`src/rtl/lock_session_if.sv`:
```
// Signal bundle between the keypad decoder, the entry/compare datapath and the
// lock session controller; i_/o_ directions are from the controller's side.
interface lock_session_if;
  logic       i_key_valid;
  logic [3:0] i_key_code;
  logic       i_code_match;
  logic       o_entry_shift;
  logic [3:0] o_entry_digit;
  logic       o_entry_clr;
  logic       o_unlocked;
  logic       o_alarm;
  logic       o_locked_out;
  logic [2:0] o_fail_cnt;
  logic [2:0] o_state;

  modport slave (
    input  i_key_valid, i_key_code, i_code_match,
    output o_entry_shift, o_entry_digit, o_entry_clr,
    output o_unlocked, o_alarm, o_locked_out, o_fail_cnt, o_state
  );

  modport master (
    output i_key_valid, i_key_code, i_code_match,
    input  o_entry_shift, o_entry_digit, o_entry_clr,
    input  o_unlocked, o_alarm, o_locked_out, o_fail_cnt, o_state
  );
endinterface

```
`src/rtl/lock_session_ctrl.sv`:
```
// Keypad lock session controller: sequences digit entry, code check, unlock,
// alarm, entry timeout and lockout, and tracks consecutive failed attempts.
module lock_session_ctrl #(
  parameter int unsigned DIGITS         = 3,
  parameter int unsigned MAX_FAILS      = 6,
  parameter int unsigned ALARM_CYCLES   = 150_000_000,
  parameter int unsigned UNLOCK_CYCLES  = 250_000_000,
  parameter int unsigned TIMEOUT_CYCLES = 500_000_000,
  parameter int unsigned LOCKOUT_CYCLES = 1_500_000_000
) (
  input  logic          clk,
  input  logic          rst,
  lock_session_if.slave bus
);
  localparam int unsigned MAX_AU = (ALARM_CYCLES > UNLOCK_CYCLES) ? ALARM_CYCLES : UNLOCK_CYCLES;
  localparam int unsigned MAX_TL = (TIMEOUT_CYCLES > LOCKOUT_CYCLES) ? TIMEOUT_CYCLES : LOCKOUT_CYCLES;
  localparam int unsigned MAX_T  = (MAX_AU > MAX_TL) ? MAX_AU : MAX_TL;
  localparam int          TW     = (MAX_T > 1) ? $clog2(MAX_T) : 1;
  localparam int          CW     = $clog2(DIGITS + 1);

  // Timers count 0..N-1 from state entry, so the state is left exactly N cycles later.
  localparam logic [TW-1:0] T_ALARM   = TW'(ALARM_CYCLES - 1);
  localparam logic [TW-1:0] T_UNLOCK  = TW'(UNLOCK_CYCLES - 1);
  localparam logic [TW-1:0] T_TIMEOUT = TW'(TIMEOUT_CYCLES - 1);
  localparam logic [TW-1:0] T_LOCKOUT = TW'(LOCKOUT_CYCLES - 1);
  localparam logic [CW-1:0] C_FULL    = CW'(DIGITS);
  localparam logic [2:0]    F_MAX     = 3'(MAX_FAILS);
  localparam logic [2:0]    F_RELOCK  = 3'(MAX_FAILS - 1);

  typedef enum logic [2:0] {
    S_IDLE    = 3'd0,
    S_ENTRY   = 3'd1,
    S_CHECK   = 3'd2,
    S_OPEN    = 3'd3,
    S_ALARM   = 3'd4,
    S_LOCKOUT = 3'd5
  } state_t;

  state_t        r_state, w_state_nx, w_fail_state;
  logic [CW-1:0] r_count, w_count_nx;
  logic [TW-1:0] r_timer, w_timer_nx, w_limit;
  logic [2:0]    r_fail, w_fail_nx, w_fail_inc;
  logic [3:0]    r_digit, w_digit_nx;
  logic          r_shift, w_shift_nx, r_clr, w_clr_nx;
  logic          r_unlocked, r_alarm, r_locked_out;
  logic          w_expired, w_key_digit, w_key_enter, w_key_clear, w_key_admin;

  assign w_key_digit = bus.i_key_valid && (bus.i_key_code <= 4'd9);
  assign w_key_enter = bus.i_key_valid && (bus.i_key_code == 4'd10);
  assign w_key_clear = bus.i_key_valid && (bus.i_key_code == 4'd11);
  assign w_key_admin = bus.i_key_valid && (bus.i_key_code == 4'd12);

  assign w_fail_inc   = (r_fail >= F_MAX) ? F_MAX : r_fail + 3'd1;
  assign w_fail_state = (w_fail_inc == F_MAX) ? S_LOCKOUT : S_ALARM;

  always_comb begin
    w_limit = '0;
    case (r_state)
      S_ENTRY:   w_limit = T_TIMEOUT;
      S_OPEN:    w_limit = T_UNLOCK;
      S_ALARM:   w_limit = T_ALARM;
      S_LOCKOUT: w_limit = T_LOCKOUT;
      default:   w_limit = '0;
    endcase
  end

  assign w_expired = (r_timer == w_limit);

  always_comb begin
    // NOTE: every output of this block gets a default first, so no path can infer a latch.
    w_state_nx = r_state;
    w_count_nx = r_count;
    w_timer_nx = r_timer + 1'b1;
    w_fail_nx  = r_fail;
    w_digit_nx = r_digit;
    w_shift_nx = 1'b0;
    w_clr_nx   = 1'b0;

    if (w_key_admin) begin
      w_state_nx = S_IDLE;
      w_count_nx = '0;
      w_fail_nx  = '0;
      w_clr_nx   = 1'b1;
      w_timer_nx = '0;
    end else begin
      case (r_state)
        S_IDLE: begin
          w_timer_nx = '0;
          if (w_key_digit) begin
            w_shift_nx = 1'b1;
            w_digit_nx = bus.i_key_code;
            w_count_nx = CW'(1);
            w_state_nx = S_ENTRY;
          end else if (w_key_clear) begin
            w_clr_nx = 1'b1;
          end
        end
        S_ENTRY: begin
          // A key accepted on the expiry cycle wins over the timeout.
          if (w_key_digit && (r_count < C_FULL)) begin
            w_shift_nx = 1'b1;
            w_digit_nx = bus.i_key_code;
            w_count_nx = r_count + 1'b1;
            w_timer_nx = '0;
          end else if (w_key_enter && (r_count == C_FULL)) begin
            w_state_nx = S_CHECK;
          end else if (w_key_enter) begin
            w_fail_nx  = w_fail_inc;
            w_state_nx = w_fail_state;
            w_clr_nx   = 1'b1;
            w_count_nx = '0;
          end else if (w_key_clear || w_expired) begin
            w_clr_nx   = 1'b1;
            w_count_nx = '0;
            w_state_nx = S_IDLE;
          end
        end
        S_CHECK: begin
          w_clr_nx   = 1'b1;
          w_count_nx = '0;
          if (bus.i_code_match) begin
            w_fail_nx  = '0;
            w_state_nx = S_OPEN;
          end else begin
            w_fail_nx  = w_fail_inc;
            w_state_nx = w_fail_state;
          end
        end
        S_OPEN: begin
          if (w_expired || w_key_enter || w_key_clear) w_state_nx = S_IDLE;
        end
        S_ALARM: begin
          if (w_expired) w_state_nx = S_IDLE;
        end
        S_LOCKOUT: begin
          // Leave one attempt of headroom so the next failure relocks immediately.
          if (w_expired) begin
            w_state_nx = S_IDLE;
            w_fail_nx  = F_RELOCK;
          end
        end
        default: w_state_nx = S_IDLE;
      endcase
    end

    if (w_state_nx != r_state) w_timer_nx = '0;
  end

  always_ff @(posedge clk) begin
    // NOTE: sequential state uses non-blocking assignments so all registers update together.
    if (rst) begin
      r_state      <= S_IDLE;
      r_count      <= '0;
      r_timer      <= '0;
      r_fail       <= '0;
      r_digit      <= '0;
      r_shift      <= 1'b0;
      r_clr        <= 1'b0;
      r_unlocked   <= 1'b0;
      r_alarm      <= 1'b0;
      r_locked_out <= 1'b0;
    end else begin
      r_state      <= w_state_nx;
      r_count      <= w_count_nx;
      r_timer      <= w_timer_nx;
      r_fail       <= w_fail_nx;
      r_digit      <= w_digit_nx;
      r_shift      <= w_shift_nx;
      r_clr        <= w_clr_nx;
      r_unlocked   <= (w_state_nx == S_OPEN);
      r_alarm      <= (w_state_nx == S_ALARM) || (w_state_nx == S_LOCKOUT);
      r_locked_out <= (w_state_nx == S_LOCKOUT);
    end
  end

  assign bus.o_state       = r_state;
  assign bus.o_entry_shift = r_shift;
  assign bus.o_entry_digit = r_digit;
  assign bus.o_entry_clr   = r_clr;
  assign bus.o_unlocked    = r_unlocked;
  assign bus.o_alarm       = r_alarm;
  assign bus.o_locked_out  = r_locked_out;
  assign bus.o_fail_cnt    = r_fail;
endmodule

```
`src/flat_wrapper.sv`:
```
// flat-port wrapper written by rule: the top's interface ports become plain ports
module lock_session_ctrl_flat 
#(
  parameter int unsigned DIGITS         = 3,
  parameter int unsigned MAX_FAILS      = 6,
  parameter int unsigned ALARM_CYCLES   = 150_000_000,
  parameter int unsigned UNLOCK_CYCLES  = 250_000_000,
  parameter int unsigned TIMEOUT_CYCLES = 500_000_000,
  parameter int unsigned LOCKOUT_CYCLES = 1_500_000_000
)
  (clk, rst, bus_i_key_valid, bus_i_key_code, bus_i_code_match, bus_o_entry_shift, bus_o_entry_digit, bus_o_entry_clr, bus_o_unlocked, bus_o_alarm, bus_o_locked_out, bus_o_fail_cnt, bus_o_state);
  lock_session_if bus_i ();
  input  logic clk;
  input  logic rst;
  input wire logic [$bits(bus_i.i_key_valid)-1:0] bus_i_key_valid;
  input wire logic [$bits(bus_i.i_key_code)-1:0] bus_i_key_code;
  input wire logic [$bits(bus_i.i_code_match)-1:0] bus_i_code_match;
  output wire logic [$bits(bus_i.o_entry_shift)-1:0] bus_o_entry_shift;
  output wire logic [$bits(bus_i.o_entry_digit)-1:0] bus_o_entry_digit;
  output wire logic [$bits(bus_i.o_entry_clr)-1:0] bus_o_entry_clr;
  output wire logic [$bits(bus_i.o_unlocked)-1:0] bus_o_unlocked;
  output wire logic [$bits(bus_i.o_alarm)-1:0] bus_o_alarm;
  output wire logic [$bits(bus_i.o_locked_out)-1:0] bus_o_locked_out;
  output wire logic [$bits(bus_i.o_fail_cnt)-1:0] bus_o_fail_cnt;
  output wire logic [$bits(bus_i.o_state)-1:0] bus_o_state;
  assign bus_i.i_key_valid = bus_i_key_valid;
  assign bus_i.i_key_code = bus_i_key_code;
  assign bus_i.i_code_match = bus_i_code_match;
  assign bus_o_entry_shift = bus_i.o_entry_shift;
  assign bus_o_entry_digit = bus_i.o_entry_digit;
  assign bus_o_entry_clr = bus_i.o_entry_clr;
  assign bus_o_unlocked = bus_i.o_unlocked;
  assign bus_o_alarm = bus_i.o_alarm;
  assign bus_o_locked_out = bus_i.o_locked_out;
  assign bus_o_fail_cnt = bus_i.o_fail_cnt;
  assign bus_o_state = bus_i.o_state;
  lock_session_ctrl #(.DIGITS(DIGITS), .MAX_FAILS(MAX_FAILS), .ALARM_CYCLES(ALARM_CYCLES), .UNLOCK_CYCLES(UNLOCK_CYCLES), .TIMEOUT_CYCLES(TIMEOUT_CYCLES), .LOCKOUT_CYCLES(LOCKOUT_CYCLES)) u_core (.clk(clk), .rst(rst), .bus(bus_i));
endmodule
```
`config.mk`:
```
export PLATFORM = sky130hd
export DESIGN_NAME = lock_session_ctrl_flat
export DESIGN_NICKNAME = d
export VERILOG_FILES = /design/src/rtl/lock_session_if.sv /design/src/rtl/lock_session_ctrl.sv /design/src/flat_wrapper.sv
export SDC_FILE = /design/constraint.sdc
export NUM_CORES = 1
export LEC_CHECK = 0
export ABC_AREA = 1
export CELL_PAD_IN_SITES_DETAIL_PLACEMENT = 2
export CELL_PAD_IN_SITES_GLOBAL_PLACEMENT = 2
export CORE_ASPECT_RATIO = 0.8
export CORE_MARGIN = 1
export CORE_UTILIZATION = 29
export DETAILED_ROUTE_END_ITERATION = 8
export PLACE_DENSITY = 0.78
export SETUP_SLACK_MARGIN = 0.4
export SYNTH_ARGS = -nofsm -noshare
export SYNTH_HDL_FRONTEND = slang
export SYNTH_SLANG_ARGS = --single-unit
```
`constraint.sdc`:
```
create_clock -name clk -period 1.95 [get_ports clk]
set_input_delay 0.39 -clock clk [delete_from_list [all_inputs] [get_ports clk]]
set_output_delay 0.39 -clock clk [all_outputs]
set_load 0.03 [all_outputs]
```
==> metrics.yaml, run 1 <==
cts.path.max_buffers: 2
cts_buffers: 5
pin_count: 23
crit_endpoint: "u_core.r_timer[22]$_SDFF_PP0_/D"
die_width_um: 114.0
haltStage: "5_1_grt"
synthFlopType: "dfxtp_1"
pre_cts_slack_ps: -849.5
cts.sinks: 48
antenna_found_initial: 0
rows: 32
ys_seq_area_share_pct: 33.00
syn_nets: 445
avgSynthCellArea_um2: 6.724
dp_hpwl_um: 10850
synthArstFlopShare_pct: 0
grt_start_max_net_pins: 17
tool.error: "[ERROR DPL-0033] detailed placement checks failed during check placement."
synth_area_mm2: 0.002912
root_buffer: "clkbuf_16"
outcome: "did not finish"
synth-edff-count: 0
port-buffer-count: 22
h-tree-depth: 2
ys_ff_latch: 48
start_util_pct: 30.05
ctsHoldBuffers: 0
ys_warn_count: 0
endpoint_type: "sequential cell input"
fp.dieH_um: 91.62
netlist_instances: 433
place_congestion: 0.8291
ys_types: 32
cell usage after synthesis, drive strengths merged, types with 2 or more instances:
library cell | count | area share (%)
a21oi | 8 | 1.4
a31oi | 3 | 0.64
buf | 7 | 2.3
dfxtp | 48 | 33
ha | 4 | 1.7
inv | 52 | 6.7
nand2 | 122 | 16
nand3 | 34 | 6.4
nand4 | 9 | 1.9
nor2 | 85 | 14
nor3 | 11 | 2.7
nor4 | 2 | 0.43
o21ai | 16 | 2.8
o22ai | 2 | 0.43
xnor2 | 4 | 1.2
xor2 | 20 | 6.0
stage by stage:
| stage | instances | hold WS (ps) | cell area (µm²) |
|---|---|---|---|
| global placement | 691 | 448.8 | 4172 |
| floorplan | 433 | 413.3 | 3018 |
| CTS | 722 | 468.7 | 4930 |
| detailed placement | 691 | 459.8 | 4172 |
cell families after synthesis:
family / count (synthesis) / synth area share (%)
AOI/OAI and AO/OA: 34 / 6.575
adders and majority gates: 4 / 1.719
xor gates and xnor gates: 24 / 7.220
buffers and inverters: 59 / 9.024
DFF: 48 / 33.00
and+or+nand+nor: 264 / 42.46
what timing repair did:
item                                    CTS
gates resized for setup                 136
cloned                                    3
pin swaps                                35
endpoints found under the setup margin   63
buffers inserted                         20
==> run 2: changes to the inputs <==
- CELL_PAD_IN_SITES_DETAIL_PLACEMENT: 2 -> unset
- CELL_PAD_IN_SITES_GLOBAL_PLACEMENT: 2 -> unset
- CORE_ASPECT_RATIO: 0.8 -> unset
- CORE_UTILIZATION: 29 -> 38
- PLACE_DENSITY: 0.78 -> unset
- PLACE_DENSITY_LB_ADDON: unset -> 0.15
- SETUP_SLACK_MARGIN: 0.4 -> unset
- clock period: 1.95 -> 2.54 ns (I/O delays scaled with it)
==> metrics.yaml, run 2 <==
start_kind: "input pin"
root_buffer: "clkbuf_8"
top_register: "u_core.r_timer"
clock_skew_ps: 13.85
path_class: "input pin to register"
syn_nets: 445
drtAntennaViolNets: 0
crit_path_end_kind: "register"
ys_seq_area_share_pct: 33.00
core_area_mm2: 0.007331
port-buffer-count: 22
period_minus_slack_ps: 2452
cts_buffers: 5
grt_usage_pct: 19.64
netlist.area_leader.share_pct: 33.00
ys_warn_count: 0
rows: 31
vdd_drop_max_uv: 270.7
largest_reg_flops: 31
drtIter0Drc: 176
ctsHoldBuffers: 0
p_per_area_mw_per_mm2: 436.0
cts_tree: "built"
post-route-period-util_pct: 96.55
avgViaCountPerCell: 4.780
fp.dieH_um: 89.53
cp_max_fo: 10
first_global_vias: 2534
ys_ff_latch: 48
via_count: 2825
syn2layout_area_growth_pct: 25.27
layout_common_cells: "114 x nand2_1, 48 x inv_1, 48 x nor2_1"
drc: 0
slew_headroom_pct: 64.88
worstPathCellList: "clkdlybuf4s50_1 -> o21ai_0 -> nand2_1 -> nor2_1 -> nand2_1 -> inv_1 -> a2111oi_0 -> nand3_1 -> nor2_2 -> nand3_4 -> clkbuf_16 -> nor2_2"
drv_slew: 0
die_width_um: 89.53
synth_area_mm2: 0.002912
hold_class: "register to register"
cp.arrival_ps: 2690
max_stage_delay_ps: 520
start_util_pct: 39.72
die-area_mm2: 0.008016
maxCapViolCount: 0
fin_util_pct: 49.75
netlist_instances: 433
cts_setup_buffers: 0
slowest_stage: "clkdlybuf4s50_1"
pin_count: 23
synth_most_common_cell: "nand2_1"
wire_per_inst_um: 12.37
fillCellCount: 720
outcome: "finished, final reports clean"
rsz0062_at_grt: "false"
fin_setup_tns_ps: 0
dp_hpwl_um: 5628
cts.path.max_buffers: 2
hold_viol: 0
cts.sinks: 48
cp_data_required_time_ps: 2780
final_nets: 503
critPathTopFamily: "simple AND/OR/NAND/NOR gates"
drive_gt1_share_pct: 20.73
grt_pass1_wl_um: 12040
synth-edff-count: 0
synthFlopType: "dfxtp_1"
ys_types: 32
max_clock_freq_ghz: 0.4078
final_common_cell: "nand2_1"
synth_area_leaders: "dfxtp_1 33%, nand2_1 15%, nor2_2 7.3%, inv_1 6.4%, nor2_1 6.3%"
synthArstFlopShare_pct: 0
setup_viol: 0
grt_overflow: 0
path_clk_slew_ps: 100
first_pass_iters: 4
antenna_found_initial: 0
cts_resized: 0
place_congestion: 0.8954
worstMarginPinSlew_ps: 513.5
routed_wl_um: 7309
p_leak_nw: 1.549
ys_top_cells_by_count: "116 x nand2_1, 50 x inv_1, 49 x nor2_1"
post-synth-top-area-cell: "dfxtp_1"
avgSynthCellArea_um2: 6.724
h-tree-depth: 2
diodes: 0
cp.buffers_inverters: 3
grt_start_max_net_pins: 21
clk_latency_ps: 310
## run 2: cell counts after synthesis
No cell type changed its count.
## run 2: metrics by stage
stage	hold WS [ps]	std cells	total power, mW	area (µm²)	worst slack (ps)
after floorplan	438.7	433	0.9180	2912	254.0
final	440.3	591	1.590	3647	87.75
after detailed placement	458.1	582	1.001	3476	-183.7
after CTS	472.8	590	1.601	3597	34.95
after global placement	452.2	582	1.002	3476	-131.2
after global routing	464.0	591	1.669	3647	6.176
## run 2: path summary, 6_finish.rpt
path	slack, ps	depth (start not counted)	endpoint	from
hold reg to reg	440	1	u_core.r_timer[0]	u_core.r_timer[0]
setup reg to reg	170	17	u_core.r_timer[28]	u_core.bus.o_state[0]
hold / removal	440	1	u_core.r_timer[0]	u_core.r_timer[0]
setup / recovery	90	12	u_core.r_timer[18]	bus_i_key_code[3]
## run 2: power by group
group          internal (mW)  total, mW  switching (mW)  leakage, nW
registers              0.764      0.772         0.00860        0.390
logic                 0.0926      0.218           0.126         1.10
clock network          0.323      0.600           0.277       0.0614
total                   1.18       1.59           0.411         1.55
## run 2: cells by family after synthesis
| kind of cell | Yosys count | synth area share, % |
|---|---|---|
| adders and majority gates | 4 | 1.719 |
| xor gates and xnor gates | 24 | 7.220 |
| AOI/OAI and AO/OA | 34 | 6.575 |
| DFF | 48 | 33.00 |
| buffers and inverters | 59 | 9.024 |
| and+or+nand+nor | 264 | 42.46 |
## run 2: layout make-up
class / instances / area [µm²] / area share [%]
Sequential cell: 48 / 968.4 / 26.55
Clock buffer: 6 / 82.58 / 2.264
Timing Repair Buffer: 58 / 533.0 / 14.61
Inverter: 52 / 197.7 / 5.420
Multi-Input combinational cell: 326 / 1703 / 46.69
Tap cell: 99 / 123.9 / 3.396
Clock inverter: 2 / 38.79 / 1.063
## run 2: metal layers
layer	wire, µm	GRT usage [%]
met1	3655	27.21
met5	0	0
met4	89	5.628
met2	3252	31.37
met3	313	3.324
## run 2: worst register-to-register path: cells and delay by family, from the launching register on
family          cells  cell delay (ps)
compound gates      1              210
buf+inv             2              350
flops               1              410
simple gates       14             1300
(Power assumes the default switching activity.)
